`src/rtl/uart_pkg.sv`:
```
// uart_pkg: shared UART types, oversampling constants and parity helper
package uart_pkg;
  typedef enum logic [2:0] {IDLE, START, DATA, PARITY, STOP, BREAK} rx_state_t;
  localparam int OVERSAMPLE = 16;
  localparam int MID_SAMPLE = 7;
  function automatic logic calc_parity(input logic [8:0] data, input logic odd);
    return ^data ^ odd;
  endfunction
endpackage

```
`src/rtl/uart_tick_gen.sv`:
```
// uart_tick_gen: divides Clk by CLK_DIV into an oversample tick, restartable for phase alignment
module uart_tick_gen #(
  parameter int CLK_DIV = 1
) (
  input  logic Clk,
  input  logic Rst,
  input  logic restart,
  output logic tick
);
  localparam int CW = CLK_DIV > 1 ? $clog2(CLK_DIV) : 1;
  logic [CW-1:0] cnt;
  assign tick = cnt == CW'(CLK_DIV - 1);
  always_ff @(posedge Clk or posedge Rst)
    if (Rst) cnt <= '0;
    else cnt <= (restart || tick) ? '0 : cnt + 1'b1;
endmodule

```
`src/rtl/uart_rx_deserializer.sv`:
```
// uart_rx_deserializer: 16x oversampled UART receiver with parity/stop checking
module uart_rx_deserializer
  import uart_pkg::*;
#(
  parameter int DATA_BITS  = 8,
  parameter int CLK_DIV    = 1,
  parameter int PARITY_EN  = 0,
  parameter int PARITY_ODD = 0
) (
  input  logic                 Clk,
  input  logic                 Rst,
  input  logic                 Rx,
  input  logic                 BIST_Mode,
  output logic [DATA_BITS-1:0] Rx_Data,
  output logic                 Data_Rdy,
  output logic                 Parity_Err,
  output logic                 Frame_Err,
  output logic                 Rx_Busy
);
  rx_state_t state;
  logic rx_m, rx_s, tick, start_det, samp, par_err;
  logic [3:0] os, bit_idx;
  logic [DATA_BITS-1:0] shreg;
  assign start_det = state == IDLE && !rx_s && !BIST_Mode;
  // start bit is sampled at its midpoint, every later bit one full bit period on
  assign samp = tick && os == (state == START ? 4'(MID_SAMPLE - 1) : 4'(OVERSAMPLE - 1));
  uart_tick_gen #(.CLK_DIV(CLK_DIV)) u_tick (
    .Clk(Clk),
    .Rst(Rst),
    .restart(start_det),
    .tick(tick)
  );
  always_ff @(posedge Clk or posedge Rst)
    if (Rst) begin
      rx_m <= 1'b1;
      rx_s <= 1'b1;
      state <= IDLE;
      os <= '0;
      bit_idx <= '0;
      shreg <= '0;
      par_err <= 1'b0;
      Rx_Data <= '0;
      Data_Rdy <= 1'b0;
      Parity_Err <= 1'b0;
      Frame_Err <= 1'b0;
      Rx_Busy <= 1'b0;
    end else begin
      rx_m <= Rx;
      rx_s <= rx_m;
      Data_Rdy <= 1'b0;
      if (tick && state != IDLE && state != BREAK) os <= samp ? '0 : os + 1'b1;
      case (state)
        IDLE: if (start_det) begin
          state <= START;
          os <= '0;
          bit_idx <= '0;
          par_err <= 1'b0;
          Rx_Busy <= 1'b1;
        end
        START: if (samp) begin
          state <= rx_s ? IDLE : DATA;
          Rx_Busy <= !rx_s;
        end
        DATA: if (samp) begin
          shreg <= {rx_s, shreg[DATA_BITS-1:1]};
          bit_idx <= bit_idx + 1'b1;
          if (bit_idx == 4'(DATA_BITS - 1)) state <= PARITY_EN != 0 ? PARITY : STOP;
        end
        PARITY: if (samp) begin
          par_err <= rx_s != calc_parity(9'(shreg), PARITY_ODD != 0);
          state <= STOP;
        end
        STOP: if (samp) begin
          Data_Rdy <= 1'b1;
          Rx_Data <= shreg;
          Parity_Err <= par_err;
          Frame_Err <= !rx_s;
          Rx_Busy <= !rx_s;
          state <= rx_s ? IDLE : BREAK;
        end
        BREAK: if (rx_s) begin
          state <= IDLE;
          Rx_Busy <= 1'b0;
        end
        default: state <= IDLE;
      endcase
    end
endmodule

```
`config.mk`:
```
export PLATFORM = sky130hd
export DESIGN_NAME = uart_rx_deserializer
export DESIGN_NICKNAME = d
export VERILOG_FILES = /design/src/rtl/uart_pkg.sv /design/src/rtl/uart_tick_gen.sv /design/src/rtl/uart_rx_deserializer.sv
export SDC_FILE = /design/constraint.sdc
export NUM_CORES = 1
export LEC_CHECK = 0
export ABC_CLOCK_PERIOD_IN_PS = 2100
export CAP_MARGIN = 20
export CORE_MARGIN = 3
export CORE_UTILIZATION = 56
export DETAILED_ROUTE_END_ITERATION = 12
export PLACE_DENSITY_LB_ADDON = 0.3
export RECOVER_POWER = 50
export SETUP_SLACK_MARGIN = 0.1
export SLEW_MARGIN = 20
export SYNTH_ARGS = -nofsm -noshare
export SYNTH_HDL_FRONTEND = slang
export SYNTH_SLANG_ARGS = --single-unit
```
`constraint.sdc`:
```
create_clock -name Clk -period 2.1 [get_ports Clk]
set_clock_uncertainty 0.15 [all_clocks]
set_input_delay 0.42 -clock Clk [delete_from_list [all_inputs] [get_ports Clk]]
set_output_delay 0.42 -clock Clk [all_outputs]
set_load 0.05 [all_outputs]
```
==> flow_summary_export.csv <==
group,metric,value,unit
outcome,outcome,"completed",
sta,final_hold_viol_count,0,
sta,hold_ws,216,ps
synthesis,syn_area_per_cell,11.7,um2
grt,antenna_found_initial,0,
drt,detail_route.wl_per_cell,15.1,um
critical_path,crit_type,"reg -> reg",
sta,setup_tns,0,ps
hold_path,hold_start,"rx_m",
hold_path,hp-class,"reg -> reg",
die,rows,19,
die,core_area,2850,um2
clocking,h-tree-depth,2,
hold_path,min_to,"rx_s",
pwr,vdd_drop_max,0.487,mV
clocking,cts_resized,12,
critical_path,r2r_slack,160,ps
grt,overflow,0,
sta,fmax,516,MHz
clocking,clkSlewWorstSetupHoldPaths,100,ps
drt,totalWireLength,3090,um
drt,drt-initial-drc-count,87,
critical_path,r2r_end,"state[0]",
die,fp.dieH,61.8,um
drt,via_per_inst,5.62,
finish,area_growth,15.2,%
sta,setup_viol,0,
finish,final_nets,178,
synthesis,synthFlopType,"dfrtp_1",
clocking,clk_latency,320,ps
clocking,clock_path_buffers,2,
drt,drc,0,
clocking,postCtsSetupBuffers,0,
synthesis,syn_inst,149,
critical_path,endpoint_kind,"register",
sta,rsz0062_at_grt,"no",
drt,ant_nets,0,
critical_path,arrival,2040,ps
grt,grtUsageTotal,0.188,
placed_design,port_buffers,15,
clocking,numCtsBuffers,5,
grt,grt_start_max_net_pins,36,
critical_path,critPathLaunchType,"register",
sta,worstMarginPinSlew,838,ps
critical_path,setup.worst_path.start,"rx_s",
die,io_pins,16,
sta,fin_crit_sh,0.922,
die,fp.dieW,61.8,um
critical_path,crit_chain,"or4_1 -> nand2b_1 -> o221ai_1 -> mux2i_1",
clocking,cts_root_buf,"clkbuf_4",
synthesis,synth_edf_count,0,
synthesis,yosysUniqueCellTypes,40,
placed_design,place_congestion,0.898,
pwr,p_leak,0.993,nW
sta,maxSlewHeadroom,0.441,
finish,drive_above_1_share,0.243,
synthesis,ys_seq_elements,35,
critical_path,rr_worst_depth,4,
flow_run,maxCapViolations,0,
synthesis,yosys_warnings,0,
critical_path,cp_slowest_cell,"or4_1",
placed_design,dpl.hpwl,2260,um
clocking,cts.sinks,35,
die,start_util,0.611,
drt,vias,1147,
sta,period_needed,1940,ps
grt,grt_pass1_vias,1195,
critical_path,worst_ep_required_time,2210,ps
grt,grt_pass1_wl,5220,um
drt,drtPass1Iterations,4,
pwr,powerDensity,838,nW/um2
critical_path,r2r-start,"rx_s",
synthesis,ys_seq_area_frac,0.504,
clocking,cts_hold_buf,0,
synthesis,syn_area,1740,um2
critical_path,max_stage_delay,700,ps
critical_path,critPathTopFamily,"simple AND/OR/NAND/NOR gates",
synthesis,synth_nets,155,
critical_path,critPathMaxFanout,10,
sta,drv_slew,0,
clocking,cts_tree,"yes",
synthesis,async_reset_ff_frac,1.00,
die,dieArea,3820,um2
finish,diodes,0,
hold_path,whs_path_depth,0,
critical_path,path_buf_inv,0,
logic make-up after synthesis:
logic type / share of synthesized area
AND/OR/NAND/NOR: 0.131
flip-flops: 0.504
XOR/XNOR: 0.0581
other: 0.00215
buffers and inverters: 0.0402
adder cells (fa/ha/maj): 0.0144
multiplexers: 0.166
AO/OA/AOI/OAI: 0.0847
sequential cells by signal, indices dropped and copies added, names as in the netlist:
register / count
Data_Rdy: 1
Frame_Err: 1
Parity_Err: 1
Rx_Busy: 1
Rx_Data: 8
bit_idx: 4
os: 4
par_err: 1
rx_m: 1
rx_s: 1
shreg: 8
state: 3
u_tick.cnt: 1
cell usage after synthesis, drive strengths merged, types with 2 or more instances:
library cell | number | area (um2)
nand3b | 2 | 15.0
xor2 | 2 | 17.5
a21oi | 8 | 40.0
ha | 2 | 25.0
dfstp | 2 | 52.6
o311ai | 2 | 17.5
xnor2 | 7 | 61.3
nand2 | 9 | 33.8
inv | 7 | 26.3
dfrtp | 33 | 826
nand3 | 4 | 20.0
o211ai | 3 | 22.5
clkbuf | 3 | 11.3
nor2b | 2 | 12.5
buf | 4 | 32.5
nor2 | 11 | 60.1
o21ai | 4 | 20.0
a21o | 2 | 16.3
mux2i | 6 | 60.1
mux2 | 20 | 229
o31ai | 2 | 15.0
final cells by class:
cell class	count	area, um2
Tap cell	31	38.8
Timing Repair Buffer	23	205
Fill cell	219	845
Inverter	7	26.3
Multi-Input combinational cell	100	791
Sequential cell	35	878
Clock buffer	8	68.8
cells in the final DEF (no fill, tap or decap), types with 3 or more instances in the layout:
cell type / synthesis / layout
nor2_1: 9 / 9
nand3_1: 4 / 4
mux2_2: 19 / 19
dlygate4sd2_1: 0 / 12
xnor2_1: 7 / 7
clkbuf_4: 0 / 5
mux2i_1: 6 / 6
o21ai_0: 4 / 4
dfrtp_1: 33 / 33
o211ai_1: 3 / 3
buf_4: 0 / 6
inv_1: 7 / 7
a21oi_1: 8 / 8
nand2_1: 9 / 9
through the flow:
step	util	instances	worst slack, ps	power (mW)	area [um2]
detailed placement	0.687	196	20.7	1.30	1960
finish	0.704	204	163	1.68	2010
floorplan	-	149	266	1.17	1740
CTS	0.706	204	193	1.70	2010
global route	0.704	204	70.2	1.78	2010
global placement	0.687	196	67.1	1.27	1960
report_power, final:
part	internal, mW	switching (mW)	total (mW)
clock	0.197	0.209	0.406
sequential	0.733	0.0628	0.796
combinational	0.199	0.283	0.482
layer usage:
metal,wire length (um),track usage,up-vias
met2,1550,0.321,19
met3,91,0.0517,4
li1,-,-,562
met1,1410,0.229,562
met5,0,0,-
met4,40,0.0697,0
worst max path at each step:
stage                 end  slack [ps]  cells after the start
2_1_floorplan    shreg[0]         270                      5
3_3_place_gp     state[0]          70                      5
3_5_place_dp     state[0]          20                      5
4_1_cts        Rx_Data[4]         190                      5
5_1_grt          state[0]          70                      4
6_report         state[0]         160                      4
Note: power is estimated with default switching activity, not from simulation.
